**src/rtl/mac_pkg.sv**
```systemverilog
// Shared definitions for the MAC-datapath helper blocks.
//   state_t     : sequencing states of the restoring divider
//   N_DEFAULT   : default divisor/quotient/remainder width
//   cnt_width() : width of the step counter for a given N (at least 1 bit)
package mac_pkg;

    typedef enum logic [1:0] {
        IDLE = 2'd0,
        CALC = 2'd1,
        DONE = 2'd2
    } state_t;

    localparam int N_DEFAULT = 4;

    function automatic int cnt_width(input int n);
        return (n > 1) ? $clog2(n) : 1;
    endfunction

endpackage

```
**src/rtl/seq_restoring_divider_div_step.sv**
```systemverilog
// One combinational restoring-division step.
//   r       : partial remainder (N+1 bits)
//   q       : dividend/quotient shift register (N bits)
//   divisor : unsigned divisor (N bits)
//   r_next  : partial remainder after the step
//   q_next  : shift register after the step, new quotient bit in bit 0
module div_step
    import mac_pkg::*;
#(
    parameter int N = N_DEFAULT
) (
    input  logic [N:0]   r,
    input  logic [N-1:0] q,
    input  logic [N-1:0] divisor,
    output logic [N:0]   r_next,
    output logic [N-1:0] q_next
);

    logic [N+1:0] diff;
    logic [N:0]   r_keep;
    logic [N:0]   q_ext;
    logic         neg;

    // r < divisor holds on entry, so the shifted remainder fits in N+1 bits
    // and the top bit of the N+2-bit difference is a clean borrow flag.
    assign diff   = {r, q[N-1]} - {2'b00, divisor};
    assign neg    = diff[N+1];
    assign r_keep = {r[N-1:0], q[N-1]};
    assign r_next = neg ? r_keep : diff[N:0];
    assign q_ext  = {q, ~neg};
    assign q_next = q_ext[N-1:0];

endmodule

```
**src/rtl/seq_restoring_divider.sv**
```systemverilog
// Sequential unsigned restoring divider: 2N-bit dividend / N-bit divisor,
// one restoring step per clock, valid/ready handshake on both sides.
//   clk, rst_n            : clock, synchronous active-low reset
//   in_valid, in_ready    : operand handshake
//   dividend, divisor     : operands (2N and N bits)
//   out_valid, out_ready  : result handshake
//   quotient, remainder   : registered result (N bits each)
//   div_zero, ovf         : divisor was zero / quotient would not fit in N bits
//
// state | meaning
// IDLE  | waiting for an operand pair (in_ready=1)
// CALC  | one restoring step per edge; error cases spend one idle edge here
// DONE  | result presented, held until out_ready
module seq_restoring_divider
    import mac_pkg::*;
#(
    parameter int N = N_DEFAULT
) (
    input  logic           clk,
    input  logic           rst_n,
    input  logic           in_valid,
    output logic           in_ready,
    input  logic [2*N-1:0] dividend,
    input  logic [N-1:0]   divisor,
    output logic           out_valid,
    input  logic           out_ready,
    output logic [N-1:0]   quotient,
    output logic [N-1:0]   remainder,
    output logic           div_zero,
    output logic           ovf
);

    localparam int CW = cnt_width(N);

    state_t         state;
    state_t         state_nx;
    logic [N:0]     r_q;
    logic [N-1:0]   q_q;
    logic [N-1:0]   dvs_q;
    logic [CW-1:0]  cnt;
    logic           err_dz;
    logic           err_ovf;
    logic [N:0]     r_step;
    logic [N-1:0]   q_step;

    assign in_ready  = (state == IDLE);
    assign out_valid = (state == DONE);

    div_step #(.N(N)) u_step (
        .r       (r_q),
        .q       (q_q),
        .divisor (dvs_q),
        .r_next  (r_step),
        .q_next  (q_step)
    );

    always_ff @(posedge clk) begin
        if (!rst_n) begin
            state <= IDLE;
        end else begin
            state <= state_nx;
        end
    end

    always_comb begin
        state_nx = state;
        case (state)
            IDLE: if (in_valid) state_nx = CALC;
            CALC: if (cnt == '0) state_nx = DONE;
            DONE: if (out_ready) state_nx = IDLE;
            default: state_nx = IDLE;
        endcase
    end

    always_ff @(posedge clk) begin
        if (!rst_n) begin
            r_q       <= '0;
            q_q       <= '0;
            dvs_q     <= '0;
            cnt       <= '0;
            err_dz    <= 1'b0;
            err_ovf   <= 1'b0;
            quotient  <= '0;
            remainder <= '0;
            div_zero  <= 1'b0;
            ovf       <= 1'b0;
        end else begin
            case (state)
                IDLE: begin
                    if (in_valid) begin
                        dvs_q    <= divisor;
                        q_q      <= dividend[N-1:0];
                        div_zero <= 1'b0;
                        ovf      <= 1'b0;
                        if (divisor == '0) begin
                            err_dz  <= 1'b1;
                            err_ovf <= 1'b0;
                            r_q     <= '0;
                            cnt     <= '0;
                        end else if (dividend[2*N-1:N] >= divisor) begin
                            err_dz  <= 1'b0;
                            err_ovf <= 1'b1;
                            r_q     <= '0;
                            cnt     <= '0;
                        end else begin
                            err_dz  <= 1'b0;
                            err_ovf <= 1'b0;
                            r_q     <= {1'b0, dividend[2*N-1:N]};
                            cnt     <= CW'(N - 1);
                        end
                    end
                end
                CALC: begin
                    if (err_dz || err_ovf) begin
                        // Error path: counter is already 0, publish saturated result.
                        quotient  <= '1;
                        remainder <= q_q;
                        div_zero  <= err_dz;
                        ovf       <= err_ovf;
                    end else begin
                        r_q <= r_step;
                        q_q <= q_step;
                        if (cnt == '0) begin
                            quotient  <= q_step;
                            remainder <= r_step[N-1:0];
                        end else begin
                            cnt <= cnt - 1'b1;
                        end
                    end
                end
                default: ;
            endcase
        end
    end

endmodule
```
**config.mk**
```make
export PLATFORM = sky130hd
export DESIGN_NAME = seq_restoring_divider
export DESIGN_NICKNAME = d
export VERILOG_FILES = /design/src/rtl/mac_pkg.sv /design/src/rtl/seq_restoring_divider_div_step.sv /design/src/rtl/seq_restoring_divider.sv
export SDC_FILE = /design/constraint.sdc
export NUM_CORES = 1
export LEC_CHECK = 0
export BUFFER_PORTS_ARGS = -buffer_cell sky130_fd_sc_hd__buf_2
export CAP_MARGIN = 30
export CORE_ASPECT_RATIO = 0.6
export CORE_MARGIN = 4
export CORE_UTILIZATION = 35
export DETAILED_ROUTE_END_ITERATION = 8
export PLACE_DENSITY_LB_ADDON = 0.15
export SETUP_SLACK_MARGIN = 0.5
export SYNTH_ARGS = -nofsm -noshare
export SYNTH_HDL_FRONTEND = slang
export SYNTH_SLANG_ARGS = --single-unit
```
**constraint.sdc**
```tcl
create_clock -name clk -period 2.4 [get_ports clk]
set_input_delay 0.36 -clock clk [delete_from_list [all_inputs] [get_ports clk]]
set_output_delay 0.36 -clock clk [all_outputs]
set_load 0.005 [all_outputs]
```
### After elaboration in Yosys (flattened, before gate mapping)

Cells that the tools add are included.

| storage, ports and cells | value |
|---|---|
| register bits after elaboration | 29 |
| input bits | 16 |
| output and inout bits | 12 |
| logic and storage cells | 66 |

| operators by class | value |
|---|---|
| add/subtract/negate cells | 2 |
| $lt $le $gt $ge | 1 |
| equal/unequal tests | 8 |
| muxes and demuxes | 31 |
| bitwise gates (word level) | 1 |
| reductions and logical operators | 12 |

Operators by type and width:

| operator | count |
|---|---|
| two-way mux 4 bit | 8 |
| two-way mux 2 bit | 8 |
| two-way mux 5 bit | 3 |
| inequality test 2 bit (second input constant) | 5 |
| case mux 5 bit (2 select lines) | 1 |
| AND reduction 3 bit | 3 |
| case mux 4 bit (2 select lines) | 1 |
| two-way mux 1 bit | 6 |
| case mux 2 bit (3 select lines) | 1 |
| subtractor 6 x 4 -> 6 bit | 1 |
| greater-or-equal comparator 4 bit | 1 |
| logical NOT 2 bit | 2 |
| logical NOT 4 bit | 1 |
| case mux 1 bit (2 select lines) | 2 |
| case mux 2 bit (2 select lines) | 1 |
| AND reduction 2 bit | 2 |
| AND reduction 4 bit | 1 |
| nonzero test 2 bit | 2 |
| == test 2 x 1 -> 1 bit (second input constant) | 1 |
| == test 2 bit (second input constant) | 1 |
| inequality test 2 x 1 -> 1 bit (second input constant) | 1 |
| subtractor 2 x 1 -> 2 bit (second input constant) | 1 |
| logical OR 1 bit | 1 |
| inverter 1 bit | 1 |

### Depth between registers and ports, before layout

| logic depth | value |
|---|---|
| depth in word-level cells | 5 |
| gate-level depth with buffers | 9 |
| mapped depth without buffers | 9 |

### Cells and area by module

Synthesis repeated with hierarchy kept, for this count alone.

| unflattened totals | value |
|---|---|
| cells, all modules | 200 |
| area total of the unflattened synthesis | 1739.2 sq um |

By module, submodules not included:

| module | instances | cells an instance | area an instance (sq um) | sequential area each (sq um) |
|---|---|---|---|---|
| seq_restoring_divider | 1 | 159 | 1447.6 | 580.6 |
| div_step | 1 | 41 | 291.5 | 0.0 |

### Worst setup path after synthesis

No wires, ideal clock.

| timing path | value |
|---|---|
| path type | input port to flip-flop |
| start | input port dividend[4] |
| end | register r_q[0] |
| setup time | 83 ps |
| arrival | 1819 ps |
| data required time | 2317 ps |
| setup slack | 498 ps |
| stages | 7 |
| buffers on the path | 0 |
| path through | inv_1 -> ha_1 -> nand2b_1 -> a211oi_1 -> o21bai_1 -> or4_1 -> o221ai_1 |

| between the ends | value |
|---|---|
| word-level cells in the longest chain between the ends | 5 |

Ends and longest elaborated chain:

| element | line | RTL |
|---|---|---|
| from (decl) | seq_restoring_divider.sv:23 | `input logic [2*N-1:0] dividend,` |
| greater-or-equal comparator 4 bit | seq_restoring_divider.sv:100 | `end else if (dividend[2*N-1:N] >= divisor) begin` |
| two-way mux 4 bit (*) | seq_restoring_divider.sv:100 |  |
| two-way mux 4 bit (*) | seq_restoring_divider.sv:95 | `if (divisor == '0) begin` |
| two-way mux 5 bit (*) | seq_restoring_divider.sv:90 | `if (in_valid) begin` |
| case mux 5 bit (2 select lines) (*) | seq_restoring_divider.sv:88 | `case (state)` |
| to (signal assigned) | seq_restoring_divider.sv:108 | `r_q <= {1'b0, dividend[2*N-1:N]};` |
| to (signal assigned) | seq_restoring_divider.sv:121 | `r_q <= r_step;` |
| to (decl) | seq_restoring_divider.sv:37 | `logic [N:0] r_q;` |

Every way passes the cells marked *; elsewhere a longest branch is shown, timed or not. The select of a mux whose other input is x is not followed.
A chain may end at the register's enable or synchronous reset.

### Final worst setup path

| timing path | value |
|---|---|
| start | register dvs_q[3] |
| end | register r_q[2] |

| between the ends | value |
|---|---|
| word-level cells in the longest chain between the ends | 4 |

Ends and longest elaborated chain:

| element | line | RTL |
|---|---|---|
| from (decl) | seq_restoring_divider.sv:39 | `logic [N-1:0] dvs_q;` |
| from (signal assigned) | seq_restoring_divider.sv:91 | `dvs_q <= divisor;` |
| subtractor 6 x 4 -> 6 bit | seq_restoring_divider_div_step.sv:26 | `assign diff = {r, q[N-1]} - {2'b00, divisor};` |
| two-way mux 5 bit | seq_restoring_divider_div_step.sv:29 | `assign r_next = neg ? r_keep : diff[N:0];` |
| two-way mux 5 bit | seq_restoring_divider.sv:114 | `if (err_dz \|\| err_ovf) begin` |
| case mux 5 bit (2 select lines) | seq_restoring_divider.sv:88 |  |

No other way between the ends. The select of a mux whose other input is x is not followed.

==> summary.md <==
| Metric | Value |
|---|---|
| Root buf cell | `clkbuf_8` |
| Initial antenna violation count | `0` |
| Post-synth top area cell | `dfxtp_1` |
| Asr flop ratio synth | `0%` |
| Largest net degree at the start of global routing | `15` |
| Pwr Density | `768.2 nW/µm²` |
| Max-slew violation count | `0` |
| Critical path, cell by cell | `inv_2 -> ha_4 -> or3_4 -> mux2_4 -> o211a_4 -> mux2i_4 -> o221ai_2` |
| Row cnt | `18` |
| Number of global-route vias before repair | `1495` |
| Initial DRT Pass Iterations | `4` |
| Total Die Area | `5858 µm²` |
| HPWL Detailed | `approximately 3400 µm` |
| Top_reg_cell synth | `dfxtp_1` |
| Area growth from synthesis to layout | `32.95%` |
| GR Overflow Total | `0` |
| Setup CP Type | `reg2reg` |
| #FFs+latches synth | `29` |
| Post-route cell area | `2171 µm²` |
| Post-synth EDFFs | `0` |
| Largest stage delay on the critical path | `0.33 ns` |
| MaxCap Viol Count | `0` |
| DIE HEIGHT | `60.91 µm` |
| CP max FO | `6` |
| Routed vias | `around 1600` |
| Distinct cell type count after synthesis | `47` |
| Pleak | `just under 0.0009 µW` |
| Final Util | `between 50 and 60%` |
| Slowest cell on crit path | `dfxtp_2` |
| Final #Nets | `270` |
| # setup viols final | `0` |
| Htree depth | `2` |
| Buf/Inv on CP | `1` |
| Inserted Diodes | `0` |
| DR vias/cell | `around 5.2` |
| Gate Count Post-Synth | `between 200 and 250` |
| I/O Pins | `28` |
| Sequential area share after synthesis | `35.56%` |
| Worst-Skew Late Latency | `about 0.27 ns` |
| Num CTS Buffers | `5` |
| Clock buffer depth | `2` |
| Wire per inst | `~15 µm` |
| Core ar. | `roughly 4300 µm²` |
| Mapped Area | `between 1500 and 2000 µm²` |
| Crit path DAT | `2.04 ns` |
| First-pass GRT wire length | `7458 µm` |
| Reg clk slew, reported paths | `about 0.06 ns` |
| GRT Util Overall | `16.88%` |
| DR iter-0 viols | `63` |
| IO Port Bufs | `27` |
| Setup TNS | `0 ns` |
| Post-CTS Hold Fix Bufs | `0` |
| Fin crit period | `about 1.9 ns` |
| Initial Utilization | `between 30% and 40%` |
| Max VDD drop | `0.2938 mV` |
| # fillers | `416` |
| Synth area leaders | `dfxtp_1, nand2_1, ha_1, a21oi_1, nor2_1` |
| Max frequency | `0.5273 GHz` |
| CP top delay family | `multiplexers` |
| Reg2reg setup slack | `about 0.5 ns` |
| Synth Net Count | `228` |
| CTS tree | `built` |
| Type of origin of the critical path | `flop` |
| # DRC | `0` |
| Detailed-route wire length | `roughly 4500 µm` |
| Worst-Margin Slew | `0.5265 ns` |
| RSZ-0062 raised after global routing | `yes` |
| Top-area cell type share of the netlist area | `a little over a third` |
| Worst hold path type | `in2reg` |
| Area after DPL | `about 1900 µm²` |
| Fin. Hold Viols | `0` |
| CP endpoint kind | `flop` |
| Fraction of layout cells with a size suffix above 1 | `between 30% and 40%` |
| Clk sinks | `29` |
| Worst slew margin | `64.77%` |
| Setup ws final | `0.5034 ns` |
| Dpl ws | `0.2784 ns` |
| Avg Cell Area, Syn | `8.083 µm²` |
| Synthesis Warnings | `0` |
| Final Skew | `between 0.007 and 0.008 ns` |
| Final period utilization | `79.02%` |
| Post-DRT Antenna Nets | `0` |
| Crit path required time | `2.54 ns` |
| GP Congestion | `0.8095` |
| Outcome | `finished, final reports clean` |
| Chip width | `96.18 µm` |
## through the flow
stage,instances,hold WS (ns),power (µW)
after global routing,304,0.3503,1771
after floorplan,202,0.4363,929.9
final,304,0.3463,1668
after CTS,301,0.3404,1609
after global placement,289,0.4534,1080
after detailed placement,289,0.4517,1075
## worst register-to-register path: stages (launching register included)
cell and delay (ns):
dfxtp_2 0.33, inv_2 0.05, ha_4 0.24, or3_4 0.33, mux2_4 0.29, o211a_4 0.19
mux2i_4 0.22, o221ai_2 0.13
## where the power goes
group / internal, µW / switching (µW)
combinational: 337 / 341
clock: 227 / 174
sequential: 536 / 52.6
## Yosys cell counts (all sizes together), types with 4 or more instances
cell and instances:
o2111ai 4, nor2 14, a31oi 4, nand3 5, dfxtp 29, o21ai 10
o221ai 4, inv 13, ha 9, buf 4, a21oi 18, nand2b 5
nand2 33
## final cells by class
class	instances	area [µm²]	area share, %
multi-input cells	152	1110	51.12
flip-flops and latches	29	591.8	27.26
repair buffers	42	255.2	11.76
clock buffers	7	86.33	3.977
well taps	60	75.07	3.458
inverters	14	52.55	2.421
## logic make-up (layout without fill, tap and decap cells)
family | count (synthesis) | in the layout | share of synthesized area (%)
AND/OR/NAND/NOR | 75 | 75 | 21.61
AO/OA/AOI/OAI | 62 | 62 | 26.13
flip-flops | 29 | 29 | 35.56
buffers and inverters | 21 | 63 | 5.363
adder cells (fa/ha/maj) | 10 | 10 | 8.123
multiplexers | 3 | 3 | 2.145
XOR/XNOR | 2 | 2 | 1.073
## registers in the layout, summed over array words and instances, names as in the netlist, 2 cells and up
signal / count
quotient: 4
remainder: 4
dvs_q: 4
state: 2
q_q: 4
cnt: 2
r_q: 5
## cells in the final DEF, fill, tap and decap left out, types with 4 or more instances in the layout
cell / netlist / final
nand2_1: 33 / 33
buf_2: 1 / 27
dfxtp_1: 29 / 24
a21oi_1: 18 / 17
nor2_1: 14 / 14
buf_4: 2 / 13
inv_1: 13 / 10
o21ai_0: 10 / 7
clkbuf_8: 0 / 6
nand2b_1: 5 / 5
nand3_1: 5 / 5
ha_1: 9 / 5
a31oi_1: 4 / 4
ha_4: 0 / 4
## repair_timing
action | in CTS | in global routing
resized for setup | 23 | 16
pin swaps | 4 | 18
endpoints found under the setup margin | 7 | 10
buffers inserted | 5 | 3
## routing by layer
layer  share of wire (%)  GRT usage (%)
met5                   0              0
met1                  57          25.39
met4                0.31          4.251
met2                  37          22.87
met3                 5.4          5.452
## worst paths after layout
kind | startpoint | cells past startpoint | end
worst max register to register | dvs_q[3]$_SDFFE_PN0P_ | 7 | r_q[2]$_SDFFE_PN0P_
worst min register to register | dvs_q[1]$_SDFFE_PN0P_ | 2 | dvs_q[1]$_SDFFE_PN0P_
worst max-delay path | dvs_q[3]$_SDFFE_PN0P_ | 7 | r_q[2]$_SDFFE_PN0P_
worst min-delay path | divisor[3] | 3 | dvs_q[3]$_SDFFE_PN0P_
Note: power is estimated with default switching activity, not from simulation.
